--- config.mk ---
export PLATFORM = sky130hd
export DESIGN_NAME = instr_fetch
export DESIGN_NICKNAME = d
export VERILOG_FILES = /design/src/rtl/fetch_pkg.sv /design/src/rtl/fetch_fifo.sv /design/src/rtl/instr_fetch.sv
export SDC_FILE = /design/constraint.sdc
export NUM_CORES = 1
export LEC_CHECK = 0
export CORE_ASPECT_RATIO = 1.25
export CORE_UTILIZATION = 40
export CTS_CLUSTER_SIZE = 10
export DETAILED_ROUTE_END_ITERATION = 10
export SETUP_SLACK_MARGIN = 0.4
export SKIP_LAST_GASP = 1
export SLEW_MARGIN = 20
export SYNTH_ARGS = -nofsm -noshare
export SYNTH_HDL_FRONTEND = slang
export SYNTH_HIERARCHICAL = 1
export SYNTH_SLANG_ARGS = --single-unit
--- constraint.sdc ---
create_clock -name i_clk -period 2.8 [get_ports i_clk]
set_clock_uncertainty 0.05 [all_clocks]
set_input_delay 0.56 -clock i_clk [delete_from_list [all_inputs] [get_ports i_clk]]
set_output_delay 0.56 -clock i_clk [all_outputs]
set_load 0.02 [all_outputs]
--- src/rtl/fetch_pkg.sv ---
// Shared fetch-stage types and constants: state encoding, buffered entry layout,
// and the opcode values the decoder also depends on.
package fetch_pkg;

   localparam int INSTR_BYTES = 4;
   localparam int INSTR_W     = 32;

   localparam logic [6:0] OPC_LOAD   = 7'b0000011;
   localparam logic [6:0] OPC_STORE  = 7'b0100011;
   localparam logic [6:0] OPC_BRANCH = 7'b1100011;
   localparam logic [6:0] OPC_OP     = 7'b0110011;

   typedef enum logic [1:0] {
      FETCH = 2'd0,
      FLUSH = 2'd1,
      HALT  = 2'd2
   } fetch_state_t;

   typedef struct packed {
      logic [31:0] pc;
      logic [31:0] instr;
   } fetch_entry_t;

endpackage

--- src/rtl/fetch_fifo.sv ---
// Small shift-register FIFO: slot 0 is always the head, so the head is a plain
// register. Slots at or above count are kept at zero.
module fetch_fifo #(
   parameter int WIDTH = 64,
   parameter int DEPTH = 2,
   localparam int CW   = $clog2(DEPTH + 1)
) (
   input  logic             clk,
   input  logic             srst,
   input  logic             push,
   input  logic             pop,
   input  logic             flush,
   input  logic [WIDTH-1:0] push_data,
   output logic [CW-1:0]    count,
   output logic [WIDTH-1:0] head
);

   logic [CW-1:0] count_reg;
   logic [CW-1:0] wr_idx;

   // With a simultaneous pop the new entry lands one slot lower.
   assign wr_idx = count_reg - CW'(pop);

   genvar gi;
   generate
      for (gi = 0; gi < DEPTH; gi++) begin : gen_slot
         logic [WIDTH-1:0] slot_reg;
         logic [WIDTH-1:0] shift_in;

         if (gi == DEPTH - 1) begin : gen_top
            assign shift_in = '0;
         end else begin : gen_mid
            assign shift_in = gen_slot[gi+1].slot_reg;
         end

         always_ff @(posedge clk) begin
            if (srst || flush) begin
               slot_reg <= '0;
            end else if (push && (wr_idx == CW'(gi))) begin
               slot_reg <= push_data;
            end else if (pop) begin
               slot_reg <= shift_in;
            end
         end
      end
   endgenerate

   always_ff @(posedge clk) begin
      if (srst || flush) begin
         count_reg <= '0;
      end else begin
         count_reg <= count_reg + CW'(push) - CW'(pop);
      end
   end

   assign count = count_reg;
   assign head  = gen_slot[0].slot_reg;

endmodule

--- src/rtl/instr_fetch.sv ---
// Instruction fetch front end: req/ack memory side, small buffer, valid/ready decode side.
// Optional misaligned-redirect trap (HALT state, o_misalign) under FETCH_MISALIGN_TRAP_EN.
module instr_fetch
   import fetch_pkg::*;
#(
   parameter int              XLEN       = 32,
   parameter logic [XLEN-1:0] RESET_PC   = '0,
   parameter int              FIFO_DEPTH = 2
) (
   input  logic            i_clk,
   input  logic            i_rst,
   output logic            o_imem_req,
   output logic [XLEN-1:0] o_imem_addr,
   input  logic            i_imem_ack,
   input  logic [31:0]     i_imem_rdata,
   input  logic            i_redirect,
   input  logic [XLEN-1:0] i_redirect_pc,
   output logic            o_instr_valid,
   input  logic            i_instr_ready,
   output logic [31:0]     o_instr,
   output logic [XLEN-1:0] o_instr_pc,
   output logic [6:0]      o_opcode
`ifdef FETCH_MISALIGN_TRAP_EN
   ,
   output logic            o_misalign
`endif
);

   localparam int CW = $clog2(FIFO_DEPTH + 1);
   localparam int EW = XLEN + INSTR_W;

   fetch_state_t    state_reg, state_next;
   logic [XLEN-1:0] pc_reg, pc_next;
   logic [XLEN-1:0] target_reg, target_next;
   logic            req_reg, req_next;

   logic            push, pop;
   logic [CW-1:0]   fifo_count, count_next;
   logic [EW-1:0]   fifo_head;
   logic            head_valid;

   logic            ack_eff, hold;
   logic [XLEN-1:0] redir_eff, landing_pc;
   logic            redir_bad, target_bad;

`ifdef FETCH_MISALIGN_TRAP_EN
   assign redir_eff  = i_redirect_pc;
   assign redir_bad  = |i_redirect_pc[1:0];
   assign target_bad = |target_reg[1:0];
`else
   assign redir_eff  = i_redirect_pc & ~XLEN'(3);
   assign redir_bad  = 1'b0;
   assign target_bad = 1'b0;
`endif

   assign ack_eff    = req_reg & i_imem_ack;
   assign hold       = req_reg & ~i_imem_ack;
   assign head_valid = (fifo_count != '0);
   // A redirect cycle never consumes the (wrong-path) head.
   assign pop        = head_valid & i_instr_ready & ~i_redirect;

   always_comb begin
      state_next  = state_reg;
      pc_next     = pc_reg;
      target_next = target_reg;
      push        = 1'b0;
      landing_pc  = target_reg;

      case (state_reg)
         FETCH: begin
            if (i_redirect) begin
               if (hold) begin
                  state_next  = FLUSH;
                  target_next = redir_eff;
               end else begin
                  pc_next    = redir_eff;
                  state_next = redir_bad ? HALT : FETCH;
               end
            end else if (ack_eff) begin
               push    = 1'b1;
               pc_next = pc_reg + XLEN'(INSTR_BYTES);
            end
         end
         FLUSH: begin
            if (i_redirect) begin
               target_next = redir_eff;
               landing_pc  = redir_eff;
            end
            if (ack_eff) begin
               pc_next    = landing_pc;
               state_next = (i_redirect ? redir_bad : target_bad) ? HALT : FETCH;
            end
         end
         HALT: begin
            if (i_redirect) begin
               pc_next    = redir_eff;
               state_next = redir_bad ? HALT : FETCH;
            end
         end
         default: state_next = FETCH;
      endcase

      count_next = fifo_count + CW'(push) - CW'(pop);
      if (i_redirect) begin
         count_next = '0;
      end
      // Credit rule: only request when the returning word is guaranteed a slot.
      req_next = hold | ((state_next == FETCH) && (count_next < CW'(FIFO_DEPTH)));
   end

   always_ff @(posedge i_clk) begin
      if (i_rst) begin
         state_reg  <= FETCH;
         pc_reg     <= RESET_PC;
         target_reg <= RESET_PC;
         req_reg    <= 1'b0;
      end else begin
         state_reg  <= state_next;
         pc_reg     <= pc_next;
         target_reg <= target_next;
         req_reg    <= req_next;
      end
   end

   fetch_fifo #(
      .WIDTH (EW),
      .DEPTH (FIFO_DEPTH)
   ) u_fifo (
      .clk       (i_clk),
      .srst      (i_rst),
      .push      (push),
      .pop       (pop),
      .flush     (i_redirect),
      .push_data ({pc_reg, i_imem_rdata}),
      .count     (fifo_count),
      .head      (fifo_head)
   );

   assign o_imem_req    = req_reg;
   assign o_imem_addr   = pc_reg;
   assign o_instr_valid = head_valid;
   assign o_instr       = head_valid ? fifo_head[INSTR_W-1:0] : '0;
   assign o_instr_pc    = head_valid ? fifo_head[EW-1:INSTR_W] : '0;
   assign o_opcode      = head_valid ? fifo_head[6:0] : '0;

`ifdef FETCH_MISALIGN_TRAP_EN
   assign o_misalign = (state_reg == HALT);
`endif

endmodule

==> insert_results.sql <==
INSERT INTO impl_metrics (metric_group, metric, value, unit) VALUES
('global_routing', 'grt_start_max_net_pins', '74', ''),
('sta', 'hold_ws', '0.406', 'ns'),
('floorplan', 'design.core.area', '25400', 'um^2'),
('critical_path', 'cp_data_required_time', '2.19', 'ns'),
('critical_path', 'path_cells', 'or2_4, buf_4, and2_1, dlygate4sd2_1', ''),
('cells_and_area', 'fillCellCount', '2435', ''),
('synthesis', 'yosysTopAreaCell', 'sky130_fd_sc_hd__dfxtp_1', ''),
('synthesis', 'number_of_enable_flip_flop_cells_after_synthesis', '0', ''),
('status', 'outcome', 'complete, no violations', ''),
('sta', 'final-max-slew-violation-count', '0', ''),
('cts', 'path_clk_slew', '0.07', 'ns'),
('floorplan', 'dieArea', '26600', 'um^2'),
('synthesis', 'synth_fp_nets', '1243', ''),
('sta', 'achievable-frequency', '428', 'MHz'),
('cells_and_area', 'flow.area_growth_from_synthesis', '25.4', '%'),
('critical_path', 'r2r_cells', '6', ''),
('synthesis', 'async_reset_ff_frac', '0', ''),
('synthesis', 'ys_types', '69', ''),
('synthesis', 'synth_warnings', '6', ''),
('critical_path', 'cp.arrival', '1.72', 'ns'),
('pwr', 'ir_worst_vdd', '0.000446', 'V'),
('synthesis', 'synthTopCellsByCount', 'sky130_fd_sc_hd__nand2_1, sky130_fd_sc_hd__dfxtp_1, sky130_fd_sc_hd__mux2i_1', ''),
('floorplan', 'die-height', '182', 'um'),
('pwr', 'power.static_leakage', '5.30', 'nW'),
('sta', 'setup_tns', '0', 'ns'),
('global_routing', 'grt-ovfl-total', '0', ''),
('synthesis', 'ys_ff_latch', '197', ''),
('cts', 'clkLatencyLatePin', '0.43', 'ns'),
('critical_path', 'reg2reg_from', 'o_imem_addr[2]', ''),
('critical_path', 'critical_path.reg2reg.endpoint', 'o_imem_addr[26]', ''),
('synthesis', 'seq_area_frac_synth', '0.379', ''),
('synthesis', 'synth_top_cells_by_area', 'sky130_fd_sc_hd__dfxtp_1, sky130_fd_sc_hd__mux2i_1, sky130_fd_sc_hd__nand2_1, sky130_fd_sc_hd__mux2_2, sky130_fd_sc_hd__nand3b_1', ''),
('placed_design', 'dp_hpwl', '18500', 'um'),
('synthesis', 'post_synthesis_cells', '1165', ''),
('cts', 'root_buffer_selected_by_cts', 'sky130_fd_sc_hd__clkbuf_16', ''),
('cts', 'cts_inserted_buffers', '17', ''),
('critical_path', 'critPathCaptureType', 'output port', ''),
('placed_design', 'place.port_buffers', '171', ''),
('detailed_routing', 'drtPass1Iterations', '5', ''),
('detailed_routing', 'drt_iter0_markers', '621', ''),
('critical_path', 'rrSetupSlack', '0.52', 'ns'),
('cts', 'cts_sinks', '197', ''),
('critical_path', 'timing.critical_path.to', 'o_instr[15]', ''),
('global_routing', 'grt.total_usage', '0.203', ''),
('floorplan', 'floorplan.io_pins', '174', ''),
('global_routing', 'grt_pass1_vias', '8250', ''),
('detailed_routing', 'drt-vias-per-instance', '5.26', ''),
('placed_design', 'pre_cts_ws', '0.0796', 'ns'),
('pwr', 'power_per_cell_area', '484', 'nW/um^2'),
('detailed_routing', 'postRouteWirelength', '27000', 'um'),
('sta', 'finalWorstSetupSlack', '0.466', 'ns'),
('detailed_routing', 'drc', '0', ''),
('worst_hold_path', 'type_of_the_worst_min_delay_path', 'reg2reg', ''),
('critical_path', 'setup.worst_path.start', 'u_fifo/count[1]', ''),
('cells_and_area', 'finalNetCount', '1376', ''),
('cells_and_area', 'final_layout_size_suffix_gt1_frac', '0.137', ''),
('synthesis', 'synth_top_flop_cell', 'sky130_fd_sc_hd__dfxtp_1', ''),
('cts', 'tritoncts', 'yes', ''),
('synthesis', 'synthesis.area_per_instance', '8.92', 'um^2'),
('flow_run', 'max-cap-violations', '0', ''),
('synthesis', 'synth_area', '10400', 'um^2'),
('synthesis', 'synth_top_area_frac', '0.379', ''),
('placed_design', 'placed_cells_incl_taps', '1613', ''),
('floorplan', 'start_util', '0.410', ''),
('sta', 'worstMarginPinSlew', '0.567', 'ns'),
('sta', 'final_hold_fails', '0', ''),
('detailed_routing', 'detail-route-antenna-nets', '0', ''),
('synthesis', 'yosysMostFrequentCell', 'sky130_fd_sc_hd__nand2_1', ''),
('cts', 'cts_max_level', '4', ''),
('critical_path', 'cpPeakStageDelay', '0.35', 'ns'),
('cts', 'clock_tree.buffer_depth', '2', '');
-- metrics by stage --
stage | util | power [mW] | area, um^2
after floorplan | - | 3.44 | 10400
after global placement | 0.490 | 3.78 | 12400
after detailed placement | 0.490 | 3.79 | 12400
after CTS | 0.512 | 6.39 | 13000
after global routing | 0.514 | 6.57 | 13000
final | 0.514 | 6.31 | 13000
-- kinds of logic after synthesis --
kind of cell | synth area share
simple gates | 0.227
mux | 0.202
flops | 0.379
compound gates | 0.111
buf+inv | 0.0631
fa+ha+maj | 0.0108
xor+xnor | 0.00662
-- worst max-delay path: cells and delay by family, from the launching register on --
kind                   cells  cell delay, ns
and+or+nand+nor            2            0.45
buffers and inverters      2            0.49
DFF                        1            0.35
-- what timing repair did --
item | CTS | global route
gates resized for setup | 84 | 44
pin swaps | 1 | 1
endpoints found under the hold margin | 0 | 0
setup endpoints to repair | 91 | 85
buffers inserted | 1 | 0
hold buffers | 0 | 0
-- routing by layer --
layer | vias to the layer above | share of wire | GRT usage
met2 | 229 | 0.47 | 0.333
met3 | 27 | 0.039 | 0.0310
met4 | 0 | 0.018 | 0.0663
met5 | - | 0 | 0
li1 | 4339 | - | -
met1 | 4067 | 0.47 | 0.270
-- layout make-up --
cell class                 count  area [um^2]  area share
multi-input combinational    855         5840       0.448
inverter                      10         37.5     0.00288
clock inverter                14          191      0.0147
antenna                        1         2.50    0.000192
tap                          335          419      0.0321
clock buffer                  18          429      0.0329
timing repair buffer         217         2170       0.167
sequential                   197         3950       0.303
-- how the worst min path moves through the flow --
stage | startpoint | endpoint | slack, ns | depth (start not counted)
detailed placement | target_reg[17] | target_reg[17] | 0.40 | 2
global route | target_reg[17] | target_reg[17] | 0.42 | 2
CTS | target_reg[17] | target_reg[17] | 0.41 | 2
global placement | target_reg[2] | target_reg[2] | 0.39 | 2
floorplan | target_reg[17] | target_reg[17] | 0.38 | 2
finish | target_reg[28] | target_reg[28] | 0.41 | 2
-- where the power goes --
group	leakage, nW	switching (mW)	internal [mW]	total, mW
combinational	3.41	0.419	0.360	0.778
clock	0.297	1.15	1.44	2.59
sequential	1.59	0.0856	2.86	2.95
-- layout by cell type (no fill, tap or decap), types with 4 or more instances in the layout --
| cell type | n |
|---|---|
| sky130_fd_sc_hd__a211oi_1 | 11 |
| sky130_fd_sc_hd__a21o_1 | 4 |
| sky130_fd_sc_hd__a21oi_1 | 79 |
| sky130_fd_sc_hd__a22o_1 | 7 |
| sky130_fd_sc_hd__a22oi_1 | 13 |
| sky130_fd_sc_hd__a31oi_1 | 6 |
| sky130_fd_sc_hd__and2_1 | 67 |
| sky130_fd_sc_hd__and3_1 | 7 |
| sky130_fd_sc_hd__and4_1 | 4 |
| sky130_fd_sc_hd__buf_12 | 13 |
| sky130_fd_sc_hd__buf_4 | 32 |
| sky130_fd_sc_hd__clkbuf_16 | 17 |
| sky130_fd_sc_hd__clkdlybuf4s15_1 | 37 |
| sky130_fd_sc_hd__clkdlybuf4s50_1 | 98 |
| sky130_fd_sc_hd__clkinv_4 | 4 |
| sky130_fd_sc_hd__dfxtp_1 | 196 |
| sky130_fd_sc_hd__dlygate4sd2_1 | 30 |
| sky130_fd_sc_hd__ha_1 | 9 |
| sky130_fd_sc_hd__inv_1 | 10 |
| sky130_fd_sc_hd__mux2_2 | 67 |
| sky130_fd_sc_hd__mux2i_1 | 134 |
| sky130_fd_sc_hd__nand2_1 | 232 |
| sky130_fd_sc_hd__nand2b_1 | 5 |
| sky130_fd_sc_hd__nand3_1 | 10 |
| sky130_fd_sc_hd__nand3b_1 | 65 |
| sky130_fd_sc_hd__nand4_1 | 9 |
| sky130_fd_sc_hd__nor2_1 | 19 |
| sky130_fd_sc_hd__nor3_1 | 6 |
| sky130_fd_sc_hd__nor4_1 | 6 |
| sky130_fd_sc_hd__o21ai_0 | 24 |
Note: power is estimated with default switching activity, not from simulation.
